`src/rtl/tow_pkg.sv`:
```
// Shared definitions for the tug-of-war CPU opponent logic.
package tow_pkg;

    // Scheduler states for the computer player.
    typedef enum logic [1:0] {
        IDLE    = 2'd0,
        ARMED   = 2'd1,
        PRESS   = 2'd2,
        HOLDOFF = 2'd3
    } cpu_state_t;

    // Width of the pseudo-random generator; its taps are fixed for this width.
    localparam int LFSR_W = 10;

endpackage

```
`src/rtl/lfsr10.sv`:
```
// 10-bit XNOR LFSR (taps 9,6) that free-runs whenever reset is released.
// Starting from zero, it walks the 1023 non-lock-up states.
// The all-ones lock-up state is steered back to zero.
module lfsr10
    import tow_pkg::*;
(
    input  logic              clk,
    input  logic              reset,
    output logic [LFSR_W-1:0] q
);

    // Shift left with XNOR feedback; all-ones would stick forever, so map it to zero.
    always_ff @(posedge clk or negedge reset) begin
        if (!reset) begin
            q <= '0;
        end else if (&q) begin
            q <= '0;
        end else begin
            q <= {q[LFSR_W-2:0], ~(q[LFSR_W-1] ^ q[6])};
        end
    end

endmodule

```
`src/rtl/cpu_press_scheduler.sv`:
```
// Computer-opponent press scheduler.
// On each tick while armed, the LFSR value is compared with the difficulty.
// A hit issues a single registered press pulse.
// A fixed hold-off window then follows before the scheduler re-arms.
module cpu_press_scheduler
    import tow_pkg::*;
#(
    parameter int W              = 10,
    parameter int HOLDOFF_CYCLES = 4,
    parameter int CNT_W          = 8
) (
    input  logic             clk,
    input  logic             reset,
    input  logic             enable,
    input  logic             game_over,
    input  logic             tick,
    input  logic [W-1:0]     difficulty,
    output logic             press,
    output logic             busy,
    output logic [W-1:0]     rand_q,
    output logic [CNT_W-1:0] press_count
);

    localparam int HOLD_W = (HOLDOFF_CYCLES > 1) ? $clog2(HOLDOFF_CYCLES) : 1;
    localparam logic [HOLD_W-1:0] HOLD_LOAD = HOLD_W'(HOLDOFF_CYCLES - 1);

    cpu_state_t        state;
    cpu_state_t        next_state;
    logic [HOLD_W-1:0] hold_cnt;
    logic [HOLD_W-1:0] next_hold;
    logic              hit;

    lfsr10 u_lfsr (
        .clk   (clk),
        .reset (reset),
        .q     (rand_q)
    );

    assign hit = tick && (rand_q < difficulty);

    // Next-state and hold-counter logic; disable or game over always wins.
    always_comb begin
        next_state = state;
        next_hold  = hold_cnt;
        if (!enable || game_over) begin
            next_state = IDLE;
            next_hold  = '0;
        end else begin
            case (state)
                IDLE:    next_state = ARMED;
                ARMED:   if (hit) next_state = PRESS;
                PRESS: begin
                    next_state = HOLDOFF;
                    next_hold  = HOLD_LOAD;
                end
                HOLDOFF: begin
                    if (hold_cnt == '0) begin
                        next_state = ARMED;
                    end else begin
                        next_hold = hold_cnt - HOLD_W'(1);
                    end
                end
                default: begin
                    next_state = IDLE;
                    next_hold  = '0;
                end
            endcase
        end
    end

    // State, counter and registered outputs; outputs are decoded from the next state so they are glitch-free.
    always_ff @(posedge clk or negedge reset) begin
        if (!reset) begin
            state       <= IDLE;
            hold_cnt    <= '0;
            press       <= 1'b0;
            busy        <= 1'b0;
            press_count <= '0;
        end else begin
            state    <= next_state;
            hold_cnt <= next_hold;
            press    <= (next_state == PRESS);
            busy     <= (next_state == PRESS) || (next_state == HOLDOFF);
            if ((next_state == PRESS) && (state != PRESS) && !(&press_count)) begin
                press_count <= press_count + CNT_W'(1);
            end
        end
    end

endmodule
```
`config.mk`:
```
export PLATFORM = sky130hd
export DESIGN_NAME = cpu_press_scheduler
export DESIGN_NICKNAME = d
export VERILOG_FILES = /design/src/rtl/tow_pkg.sv /design/src/rtl/lfsr10.sv /design/src/rtl/cpu_press_scheduler.sv
export SDC_FILE = /design/constraint.sdc
export NUM_CORES = 1
export LEC_CHECK = 0
export ABC_AREA = 1
export CAP_MARGIN = 20
export CORE_MARGIN = 1
export CORE_UTILIZATION = 49
export DETAILED_ROUTE_END_ITERATION = 10
export GPL_TIMING_DRIVEN = 0
export PLACE_DENSITY_LB_ADDON = 0.1
export SYNTH_ARGS = -nofsm -noshare
export SYNTH_HDL_FRONTEND = slang
export SYNTH_SLANG_ARGS = --single-unit
```
`constraint.sdc`:
```
create_clock -name clk -period 2.1 [get_ports clk]
set_input_delay 0.21 -clock clk [delete_from_list [all_inputs] [get_ports clk]]
set_output_delay 0.21 -clock clk [all_outputs]
set_load 0.005 [all_outputs]
```
==> After elaboration in Yosys (flattened, before gate mapping) <==
Index checks and enable logic that the tools add are counted.
{ "totals": {"regBits": 24, "elab_cells": 39} }
{ "classes": {"n_addsub": 2, "n_lt_le_gt_ge": 1, "eq_ne": 7, "n_mux": 8, "bitwise": 2, "reduce_logical": 13} }
{ "op_table": {"columns": ["cell", "count"], "rows": [
  ["less-than comparator 10 bit", 1],
  ["2-to-1 mux 10 bit", 1],
  ["2-to-1 mux 2 bit", 5],
  ["AND reduction 10 bit", 1],
  ["adder 8 x 1 -> 8 bit (second input constant)", 1],
  ["== test 2 bit (second input constant)", 4],
  ["case mux 2 bit (4 select lines)", 1],
  ["AND reduction 8 bit", 1],
  ["logical NOT 2 bit", 2],
  ["case mux 2 bit (2 select lines)", 1],
  ["logical AND 1 bit", 3],
  ["inequality test 3 bit (second input constant)", 1],
  ["nonzero test 3 bit", 1],
  ["== test 2 x 1 -> 1 bit (second input constant)", 1],
  ["logical NOT 1 bit", 2],
  ["logical OR 1 bit", 2],
  ["inequality test 2 bit (second input constant)", 1],
  ["AND reduction 2 bit", 1],
  ["subtractor 2 x 1 -> 2 bit (second input constant)", 1],
  ["inverter 1 bit", 1],
  ["XOR 1 bit", 1]
]} }

==> Logic depth before layout (Yosys ltp) <==
{ "depth": {"word_depth": 8, "ltp_mapped": 11, "ltp_nobuf": 11} }

==> Cells and area by module <==
A second synthesis with hierarchy kept.
{ "hier_totals": {"cells_unflattened": 179, "hier_area_um2": 1422.6} }
{ "by_module_without_submodules": {"columns": ["module", "instances", "cells_each", "area_each_um2"], "rows": [
  ["cpu_press_scheduler", 1, 138, 1034.7],
  ["lfsr10", 1, 41, 387.9]
]} }

==> Worst setup path before layout <==
No wires, ideal clock.
{ "synth_timing": {"path_kind": "register to register", "from": "register u_lfsr.q[9]", "to": "register press_count[0]", "t_arrival_ns": 1.382, "slack_ns": 0.600, "path_stages_with_launch": 10, "period_less_slack_ns": 1.500, "cell_sequence": "dfrtp_1 -> ha_1 -> nand2_1 -> nand3_4 -> inv_1 -> nand2_1 -> nor2_2 -> nand4_2 -> nand2_1 -> nand2_1"} }
{ "synth_via": {"elab_chain_len": 8} }
{ "synth_lines": {"columns": ["element", "line_no", "text"], "rows": [
  ["start: declaration", "lfsr10.sv:9", "output logic [LFSR_W-1:0] q"],
  ["start signal: assignment", "lfsr10.sv:19", "q <= {q[LFSR_W-2:0], ~(q[LFSR_W-1] ^ q[6])};"],
  ["less-than comparator 10 bit", "cpu_press_scheduler.sv:39", "assign hit = tick && (rand_q < difficulty);"],
  ["logical AND 1 bit", "cpu_press_scheduler.sv:39", null],
  ["2-to-1 mux 2 bit", "cpu_press_scheduler.sv:51", "ARMED: if (hit) next_state = PRESS;"],
  ["case mux 2 bit (4 select lines)", "cpu_press_scheduler.sv:49", "case (state)"],
  ["2-to-1 mux 2 bit", "cpu_press_scheduler.sv:45", "if (!enable || game_over) begin"],
  ["== test 2 bit", "cpu_press_scheduler.sv:84", "if ((next_state == PRESS) && (state != PRESS) && !(&press_count)) begin"],
  ["logical AND 1 bit (2 in a row)", "cpu_press_scheduler.sv:84", null],
  ["end signal: assignment", "cpu_press_scheduler.sv:85", "press_count <= press_count + CNT_W'(1);"],
  ["end: declaration", "cpu_press_scheduler.sv:21", "output logic [CNT_W-1:0] press_count"]
]} }
No other way between the ends.
A chain may end at the register's enable or synchronous reset.

==> Worst setup path in the final report <==
{ "layout_timing": {"from": "register u_lfsr.q[9]", "to": "register press_count[1]"} }
The elaborated chain is that of the path after synthesis.

==> results.sh <==
export IMPL_status="completed"
export IMPL_crit_path_end_kind="flop"
export IMPL_grt_start_max_net_pins=25
export IMPL_num_io_pins=35
export IMPL_seqPwrFrac=0.513
export IMPL_place_area_mm2=0.001804
export IMPL_synth_edff_count=0
export IMPL_comb_power_share=0.139
export IMPL_dieArea_mm2=0.003128
export IMPL_vias=1208
export IMPL_use_met3=0.02093
export IMPL_ys_flop_type="dfrtp_1"
export IMPL_cts_buffer_depth=2
export IMPL_path_clk_slew_ns=0.14
export IMPL_coreArea_mm2=0.002758
export IMPL_clk_latency_ns=0.32
export IMPL_p_per_area_mw_per_mm2=513.4
export IMPL_busiest_layer="met2"
export IMPL_gp_congestion=0.7299
export IMPL_dr_pass1_iters=4
export IMPL_p_leak_uw=0.001014
export IMPL_dp_hpwl_um=2193
export IMPL_h_tree_depth=1
export IMPL_globalRouteMet1Util=0.2496
export IMPL_grt_pass1_wl_um=4926
export IMPL_rows=19
export IMPL_setup_viol=0
export IMPL_cts_resized=0
export IMPL_drv_cap=0
export IMPL_fin_cells=243
export IMPL_wl_per_cell_um=12.00
export IMPL_grt_overflow=0
export IMPL_r2r_setup_slack_ns=0.41
export IMPL_synth_top_cell_area_share=0.4214
export IMPL_setup_tns_ns=0
export IMPL_grtUsageMet2=0.3460
export IMPL_hold_viol=0
export IMPL_path_class="flop to flop"
export IMPL_diodes=0
export IMPL_rsz0062_at_grt="no"
export IMPL_antenna_found_initial=0
export IMPL_yosys_area_top_type="dfrtp_1"
export IMPL_layout_common_cells="49 x nand2_1, 35 x inv_1, 34 x clkdlybuf4s50_1, 24 x dfrtp_1, 14 x nand3_1"
export IMPL_numCtsBuffers=3
export IMPL_design_area_mm2=0.001884
export IMPL_grt_usage=0.1995
export IMPL_drtAntennaViolNets=0
export IMPL_syn_inst=173
export IMPL_power_uw=967.4
export IMPL_yosys_top_cells_area="dfrtp_1 42%, nand2_1 13%, ha_1 9.7%"
export IMPL_yosysUniqueCellTypes=19
export IMPL_slew_violations=0
export IMPL_critPathMostFrequentCell="nand2_1"
export IMPL_initial_utilization=0.5168
export IMPL_avgSynthCellArea_um2=8.238
export IMPL_critPathArrivalTime_ns=1.91
export IMPL_hold_slack_ns=0.1674
export IMPL_tritoncts="done"
export IMPL_max_slew_margin=0.7255
export IMPL_layout_nets=239
export IMPL_clock_sinks=24
export IMPL_io_buffers=34
export IMPL_ys_ff_latch=24
export IMPL_tightest_slew_ns=0.4104
export IMPL_ir_drop_mv=0.4981
export IMPL_drive_above_1_share=0.08019
export IMPL_drc=0
export IMPL_start_kind="flop"
export IMPL_ys_seq_area_frac=0.4214
export IMPL_fin_crit_ns=1.686
export IMPL_ys_warn_count=0
export IMPL_synth_area_mm2=0.001425
export IMPL_final_common_cell="nand2_1"
export IMPL_drt_iter0_drc=24
export IMPL_wl_um=2915
export IMPL_slowest_delay_ns=0.45
export IMPL_fin_worst_skew_ns=0.007059
export IMPL_die_h_um=55.93
export IMPL_crit_chain="ha_1, nand2_1, nand3_4, inv_1, nand2_1, nor2_2, nand4_2, nand2_1, nand2_1"
export IMPL_syn_nets=199
export IMPL_cts_setup_buffers=0
export IMPL_postCtsHoldBufs=0
export IMPL_power_share_switching=0.2297
export IMPL_die_x_um=55.93
export IMPL_internal_power_uw=745.2
export IMPL_cp_required_ns=2.32
export IMPL_cp_slowest_cell="dfrtp_1"
export IMPL_area_growth_pct=32.22
export IMPL_hp_class="input pin to async pin"
export IMPL_cts_root_buf="clkbuf_4"
export IMPL_clkPwrFrac=0.348
export IMPL_num_fill_cells=233
export IMPL_async_flop_share=1.000
export IMPL_grt_pass1_vias=1178
export IMPL_post_place_cells=238
export IMPL_finalCritPeriodShare=0.8027
export IMPL_fmax_ghz=0.5932
export IMPL_p_switching_uw=222.2
export IMPL_routed_via_density=4.971
export IMPL_path_max_fanout=8
==> registers in the layout, summed over array words and instances, names as in the netlist <==
| signal | count |
|---|---|
| u_lfsr.q | 10 |
| press_count | 8 |
| hold_cnt | 2 |
| state | 2 |
| busy | 1 |
| press | 1 |
==> power groups by stage <==
| stage | Sequential (uW) | Clock, uW | Combinational, uW |
|---|---|---|---|
| 6_report | 496 | 337 | 134 |
| 3_5_place_dp | 503 | 0 | 130 |
| 5_1_grt | 498 | 366 | 148 |
| 3_3_place_gp | 502 | 0 | 124 |
| 4_1_cts | 495 | 348 | 131 |
| 2_1_floorplan | 502 | 0 | 55.7 |
==> per-stage QoR <==
step	setup WS [ns]	utilization
floorplan	0.6001	-
global placement	0.1675	0.6543
detailed placement	0.1063	0.6543
CTS	0.3800	0.6733
global route	0.2616	0.6833
finish	0.4143	0.6833
==> routing by layer <==
metal,share of wire,up-vias
li1,-,611
met1,0.43,563
met2,0.52,28
met3,0.035,6
met4,0.018,0
met5,0,-
==> final timing paths <==
path,start,to,cells past startpoint
setup / recovery,u_lfsr.q[9]$_DFF_PN0_,press_count[1]$_DFFE_PN0P_,9
hold reg to reg,hold_cnt[0]$_DFFE_PN0P_,hold_cnt[0]$_DFFE_PN0P_,1
setup reg to reg,u_lfsr.q[9]$_DFF_PN0_,press_count[1]$_DFFE_PN0P_,9
min in group clk,hold_cnt[0]$_DFFE_PN0P_,hold_cnt[0]$_DFFE_PN0P_,1
hold / removal,reset,hold_cnt[1]$_DFFE_PN0P_,1
max in group asynchronous,reset,u_lfsr.q[4]$_DFF_PN0_,2
==> cell families after synthesis <==
kind of cell               Yosys count  share of synthesized area
adders and majority gates           11                    0.09657
and+or+nand+nor                     87                     0.3152
AOI/OAI and AO/OA                    9                    0.03424
DFF                                 24                     0.4214
buffers and inverters               36                    0.09570
xor gates and xnor gates             6                    0.03687
==> cell type report <==
cell class              instances  area [um^2]  area share
repair buffers                 35        367.9      0.1952
inverters                      36        136.4     0.07238
multi-input cells             113        688.2      0.3652
clock buffers                   3        22.52     0.01195
clock inverters                 1        30.03     0.01594
flip-flops and latches         24        600.6      0.3187
well taps                      31        38.79     0.02058
==> synthesized netlist by cell type (2+ instances only) <==
cell and instances:
nor2_4 3, inv_1 35, nor2_1 11, a21oi_1 4, nand3_1 14, ha_1 11, nand3_4 3, o21ai_0 4
nand4_1 2, xor2_1 6, dfrtp_1 24, nand2_1 49
==> worst max-delay path: cells and delay by family, from the launching register on <==
kind | cells | cell delay (ns)
AND/OR/NAND/NOR | 7 | 0.76
buffers and inverters | 1 | 0.06
adder cells (fa/ha/maj) | 1 | 0.33
flip-flops | 1 | 0.45
(Power assumes the default switching activity.)
